`config.mk`:
```
export PLATFORM = sky130hd
export DESIGN_NAME = uart_baud_ctrl
export DESIGN_NICKNAME = d
export VERILOG_FILES = /design/src/rtl/uart_baud_ctrl.sv
export SDC_FILE = /design/constraint.sdc
export NUM_CORES = 1
export LEC_CHECK = 0
export BUFFER_PORTS_ARGS = -buffer_cell sky130_fd_sc_hd__buf_2
export CAP_MARGIN = 20
export CORE_ASPECT_RATIO = 1.2
export CORE_MARGIN = 2
export CORE_UTILIZATION = 61
export CTS_CLUSTER_SIZE = 10
export DETAILED_ROUTE_END_ITERATION = 12
export PLACE_DENSITY = 0.92
export SETUP_SLACK_MARGIN = 0.15
export SLEW_MARGIN = 20
export SYNTH_ARGS = -nofsm -noshare
export SYNTH_HDL_FRONTEND = slang
export SYNTH_SLANG_ARGS = --single-unit
export TNS_END_PERCENT = 5
```
`constraint.sdc`:
```
create_clock -name clk -period 7.5 [get_ports clk]
set_input_delay 0.75 -clock clk [delete_from_list [all_inputs] [get_ports clk]]
set_output_delay 0.75 -clock clk [all_outputs]
set_load 0.005 [all_outputs]
```
`src/rtl/uart_baud_ctrl.sv`:
```
// rtl/uart_baud_ctrl.sv - UART baud-rate controller: divisor register, divide counter, s_tick/bit_tick
// Optional feature macro: UART_BAUD_MINCHK_EN (adds cfg_err and a MIN_DIV lower-bound check
// on accepted divisor requests). With the macro undefined every accepted divisor is used.
module uart_baud_ctrl #(
    parameter int BITS        = 11,
    parameter int DEFAULT_DIV = 650,
    parameter int OVS         = 16
`ifdef UART_BAUD_MINCHK_EN
    ,
    parameter int MIN_DIV     = 1
`endif
) (
    input  logic            clk,
    input  logic            reset,
    input  logic            enable,
    input  logic            cfg_valid,
    input  logic [BITS-1:0] cfg_div,
    output logic            cfg_ready,
`ifdef UART_BAUD_MINCHK_EN
    output logic            cfg_err,
`endif
    output logic [BITS-1:0] cur_div,
    output logic            s_tick,
    output logic            bit_tick,
    output logic            busy
);

    // Oversample counter width; OVS >= 2 keeps this at least one bit.
    localparam int OW = $clog2(OVS);

    localparam logic [BITS-1:0] DEF_DIV  = BITS'(DEFAULT_DIV);
    localparam logic [OW-1:0]   OVS_LAST = OW'(OVS - 1);

    localparam logic [1:0] ST_IDLE = 2'd0;
    localparam logic [1:0] ST_RUN  = 2'd1;
    localparam logic [1:0] ST_PEND = 2'd2;

    logic [1:0]      state_q,    state_d;
    logic [BITS-1:0] cnt_q,      cnt_d;
    logic [OW-1:0]   ovs_q,      ovs_d;
    logic [BITS-1:0] cur_div_q,  cur_div_d;
    logic [BITS-1:0] pend_div_q, pend_div_d;
    logic            s_tick_q,   s_tick_d;
    logic            bit_tick_q, bit_tick_d;

    logic            accept;
    logic            accept_ok;
    logic [BITS-1:0] cmp_div;
    logic            boundary;
    logic            ovs_last;

`ifdef UART_BAUD_MINCHK_EN
    localparam logic [BITS-1:0] MIN_DIV_V = BITS'(MIN_DIV);

    logic cfg_err_q, cfg_err_d;
    logic range_bad;

    // A request below the legal minimum is consumed but otherwise ignored.
    assign range_bad = (cfg_div < MIN_DIV_V);
    assign accept_ok = accept & ~range_bad;
    assign cfg_err_d = accept & range_bad;
    assign cfg_err   = cfg_err_q;
`else
    assign accept_ok = accept;
`endif

    // A new request can only be taken when no earlier one is still waiting for its boundary.
    assign cfg_ready = (state_q != ST_PEND);
    assign busy      = (state_q == ST_PEND);
    assign accept    = cfg_valid & cfg_ready;

    // In IDLE a request that arrives with enable already takes part in edge 0.
    assign cmp_div  = ((state_q == ST_IDLE) && accept_ok) ? cfg_div : cur_div_q;
    assign boundary = (cnt_q == cmp_div);
    assign ovs_last = (ovs_q == OVS_LAST);

    assign cur_div  = cur_div_q;
    assign s_tick   = s_tick_q;
    assign bit_tick = bit_tick_q;

    // Next-state logic: counting, tick generation and boundary-aligned divisor hand-over.
    always_comb begin
        state_d    = state_q;
        cnt_d      = cnt_q;
        ovs_d      = ovs_q;
        cur_div_d  = cur_div_q;
        pend_div_d = pend_div_q;
        s_tick_d   = 1'b0;
        bit_tick_d = 1'b0;

        if (!enable) begin
            // Disabled: park the counters; a waiting divisor is committed rather than lost.
            state_d = ST_IDLE;
            cnt_d   = '0;
            ovs_d   = '0;
            if (state_q == ST_PEND) begin
                cur_div_d = pend_div_q;
            end else if (accept_ok) begin
                cur_div_d = cfg_div;
            end
        end else begin
            // Shared divide/oversample counting for every enabled state.
            if (boundary) begin
                cnt_d      = '0;
                s_tick_d   = 1'b1;
                bit_tick_d = ovs_last;
                ovs_d      = ovs_last ? '0 : ovs_q + OW'(1);
            end else begin
                cnt_d = cnt_q + BITS'(1);
            end

            case (state_q)
                ST_IDLE: begin
                    if (accept_ok) begin
                        cur_div_d = cfg_div;
                    end
                    state_d = ST_RUN;
                end
                ST_RUN: begin
                    // Even on a boundary edge the running period finishes with the old divisor.
                    if (accept_ok) begin
                        pend_div_d = cfg_div;
                        state_d    = ST_PEND;
                    end
                end
                ST_PEND: begin
                    // Swap on the boundary so the new period starts from a clean cnt and ovs.
                    if (boundary) begin
                        cur_div_d = pend_div_q;
                        ovs_d     = '0;
                        state_d   = ST_RUN;
                    end
                end
                default: begin
                    state_d = ST_IDLE;
                    cnt_d   = '0;
                    ovs_d   = '0;
                end
            endcase
        end
    end

    // State registers with synchronous active-high reset.
    always_ff @(posedge clk) begin
        if (reset) begin
            state_q    <= ST_IDLE;
            cnt_q      <= '0;
            ovs_q      <= '0;
            cur_div_q  <= DEF_DIV;
            pend_div_q <= DEF_DIV;
            s_tick_q   <= 1'b0;
            bit_tick_q <= 1'b0;
        end else begin
            state_q    <= state_d;
            cnt_q      <= cnt_d;
            ovs_q      <= ovs_d;
            cur_div_q  <= cur_div_d;
            pend_div_q <= pend_div_d;
            s_tick_q   <= s_tick_d;
            bit_tick_q <= bit_tick_d;
        end
    end

`ifdef UART_BAUD_MINCHK_EN
    // One-cycle error pulse for a rejected divisor request.
    always_ff @(posedge clk) begin
        if (reset) begin
            cfg_err_q <= 1'b0;
        end else begin
            cfg_err_q <= cfg_err_d;
        end
    end
`endif

endmodule

```
==> results.md <==
Routing:
- The routed layout has 1966 vias.
- The remaining antenna violation count after routing is 0.
- The total routed wirelength is 4960 µm.
- The number of detailed-route iterations in the first pass is 5.
- The post-route DRC violation count is 0.
- The first routing iteration left between 70 and 80 violations.
- In the final routed layout, each cell accounts on average for 15.1 µm.
- The routed via count divided by cell count is 5.99.

Logic synthesis:
- Counting flops and latches in the post-synthesis netlist gives 41.
- The count of cell types in the netlist is 43.
- By area the synthesized netlist is led by dfxtp_1 (37%), nand2_1 (5.5%), mux2i_1 (5.0%).
- After synthesis, the largest area contributor takes up 37.4% of total cell area.
- The commonest cells after synthesis are dfxtp_1 (41), nand2_1 (32), nor2_1 (25).
- In this run, synthesis inferred 0 flip-flops with an integrated enable.
- Synthesis produced a netlist with a net count of 284.
- The number of instances in the synthesized netlist is 267.
- Summing every instance area after synthesis gives 0.00220 mm².
- The sequential fraction of the synthesis area is between 30 and 40%.
- By instance count, the leading cell after synthesis is dfxtp_1.
- The main flop type after synthesis is dfxtp_1.
- For this run, asynchronously set or reset flops after synthesis account for 0%.
- The post-synthesis area per instance is 8.23 µm².
- For this run, the number of Yosys warnings is 0.
- The synthesized design spends more area on one cell type than any other, namely dfxtp_1.

GRT:
- The number of antenna violations at the first check in global routing was 0.
- The first global-routing pass estimated 8360 µm of wire.
- After global routing the overflow that remains totals 0.
- The all-layer global routing usage is 26.1%.
- Entering global routing, the biggest net connects 29 pins.
- The number of global-route vias before repair is 1853.

Pwr:
- The switching fraction of total power is between 20 and 25%.
- Internal power comes to 0.355 mW.
- The total power is 0.470 mW.
- The clock network fraction of design power is 39.4%.
- Summed over all cells, the static leakage comes to 0.944 nW.
- The switching power total is 0.115 mW.
- For this design the ratio of total power to cell area is 192 mW/mm².
- The portion of total power attributed to combinational logic is a little under an eighth.
- The proportion of power drawn by flip-flops and latches is 49.3%.
- The worst-case IR drop observed on VDD is 0.140 mV.

Placed design:
- Routability-driven placement finished with a final weighted congestion of 0.874.
- The number of buffers inserted by port buffering is 29.
- Counting tap cells, the placed design contains a total of 320 instances.
- The detailed placement HPWL is 3720 µm.
- At the placement stage, the worst setup path has a slack of 3980 ps.

Floorplan:
- The die outline width is roughly 59 µm.
- The total die area is 0.00410 mm².
- The height of the chip is 69.7 µm.
- Once the floorplan was initialized, standard cells occupied 64.7% of the core.
- After floorplanning, the core was sized to cover 0.00340 mm².
- The number of top-level pins is 30.
- The placement row count is 23.

Final layout:
- The area growth from synthesis to layout is 11.2%.
- The filler cells instantiated in the layout total between 200 and 300.
- The final standard cell count with taps included and fillers excluded is 328.
- The number of nets in the finished design is between 300 and 400.
- 0 antenna diodes ended up in the layout.
- In the final layout, the multi-input gates occupy 0.00126 mm².
- The combined flip-flop and latch cell area is just over 800 µm².
- The share of post-route cells with drive strength above 1 is 17.5%.

Run:
- Max-cap violations in this run came to 0.

STA:
- The number of endpoints with negative hold slack in the final report was 0.
- Setup repair after global routing left no endpoint under its margin.
- In this run the tightest slew margin relative to its limit is 55.1%.
- Subtracting the final worst setup slack from the clock period gives 3280 ps.
- The final-report setup violation count is 0.
- The final count of pins violating max slew came to 0.
- Timing would allow up to 305 MHz.
- The worst setup slack after layout is 4220 ps.
- The total negative slack for setup checks is 0 ps.
- The worst clock skew is 9.34 ps.
- The final period utilization is 43.7%.
- The transition time at the pin with the least slew margin is 668 ps.

Setup path:
- The startpoint of the lowest-slack register-to-register path is state_q[1].
- The number of cells on the worst reg-to-reg path is 7.
- The endpoint of the worst-slack reg-to-reg timing path is cnt_q[9].
- The classification of the worst setup path is primary input to flip-flop.
- In this run the worst setup path begins at cfg_valid.
- In this design, the critical path's most frequently occurring cell is nand2_1.
- The worst setup path endpoint is cnt_q[9].
- For the worst setup path, the data required time is about 7700 ps.
- The worst register-to-register path has a setup slack of between 4000 and 5000 ps.
- The maximum fanout encountered on the critical timing path is 13.
- Among all stages on the critical path, the largest delay is contributed by or4_1.
- The worst setup path is captured at a flip-flop.
- The critical path goes through buf_2, nor3b_4, nand2_1, or4_1, a2111oi_4, nand2_1, nand3_1, nor2_1.
- The worst setup path is launched from a primary input.
- The biggest cell delay along the critical path is about 610 ps.
- The data arrival time of the critical path is between 3000 and 4000 ps.

Clock network:
- The root buffer cell is clkbuf_8.
- The clock insertion delay at the later pin of the skew report is 300 ps.
- Post-CTS repair changed the size of 0 cells.
- After clock tree synthesis, the setup repair step added 0 buffers.
- The number of H-tree levels is 2.
- The number of hold buffers added after CTS was 0.
- The number of sinks driven by the clock tree is 41.
- The clock tree from TritonCTS is done.
- Clock-pin slew was measured on the worst setup and hold paths at 80 ps.
- The number of buffers between clock root and the deepest sink is 2.
- The number of buffers created by CTS is 5.

Outcome:
- The run finished with clean final reports.

Hold path:
- The start point of the worst hold path is pend_div_q[8].
- The worst min-delay path class is flip-flop to flip-flop.
==> power groups by stage <==
| stage | registers [mW] | logic, mW | clock network (mW) |
|---|---|---|---|
| after global placement | 0.236 | 0.0510 | 0 |
| after global routing | 0.233 | 0.0584 | 0.196 |
| after detailed placement | 0.237 | 0.0521 | 0 |
| final | 0.232 | 0.0530 | 0.185 |
| after CTS | 0.232 | 0.0527 | 0.187 |
| after floorplan | 0.234 | 0.0379 | 0 |
==> cells by family (layout without fill, tap and decap cells) <==
logic type | after synthesis | in the layout | share of synthesized area [%]
flops | 41 | 41 | 37.4
xor+xnor | 14 | 14 | 5.58
compound gates | 55 | 55 | 16.6
fa+ha+maj | 2 | 2 | 1.14
mux | 19 | 19 | 9.11
buf+inv | 26 | 50 | 5.24
simple gates | 110 | 110 | 25.0
==> sequential cells by signal, summed over array words and instances, names as in the netlist <==
register / count
cur_div: 11
pend_div_q: 11
state_q: 2
s_tick: 1
bit_tick: 1
ovs_q: 4
cnt_q: 11
==> worst min path at each step <==
stage,end,cells after the start
3_3_place_gp,pend_div_q[2],2
3_5_place_dp,pend_div_q[2],2
6_report,pend_div_q[8],2
2_1_floorplan,pend_div_q[0],2
5_1_grt,pend_div_q[2],2
4_1_cts,pend_div_q[2],2
==> placed cells by master, fill, tap and decap left out, types with 8 or more instances in the layout <==
cell type	count
a21oi_1	20
mux2i_1	11
o21ai_0	10
nor2b_1	10
buf_2	29
mux2_2	8
dfxtp_1	41
nand2_1	32
nor2_1	25
inv_1	13
xor2_1	8
nand3_1	14
==> routing by layer <==
layer,vias up,wire (µm),part of all wire (%),track usage (%)
met1,916,2160,44,34.4
met2,64,2430,49,41.2
met4,0,121,2.4,11.6
li1,974,-,-,-
met3,12,247,5.0,4.10
met5,-,0,0,0
==> critical path, delay by kind of cell <==
kind,cells,cell delay [ps]
and+or+nand+nor,6,2030
AOI/OAI and AO/OA,1,540
buffers and inverters,1,110
==> layout make-up <==
type | count | share of cell area [%]
multi-input combinational | 200 | 51.6
sequential | 41 | 33.6
timing repair buffer | 29 | 5.94
clock buffer | 6 | 3.38
inverter | 13 | 2.00
tap | 37 | 1.90
clock inverter | 2 | 1.54
==> per-stage QoR <==
stage / utilization, % / area [µm²] / hold slack [ps]
floorplan: - / 2200 / 434
global placement: 68.4 / 2320 / 440
detailed placement: 68.4 / 2320 / 444
CTS: 71.9 / 2440 / 456
global route: 71.9 / 2440 / 468
finish: 71.9 / 2440 / 458
Power figures use the tool's default switching activity.
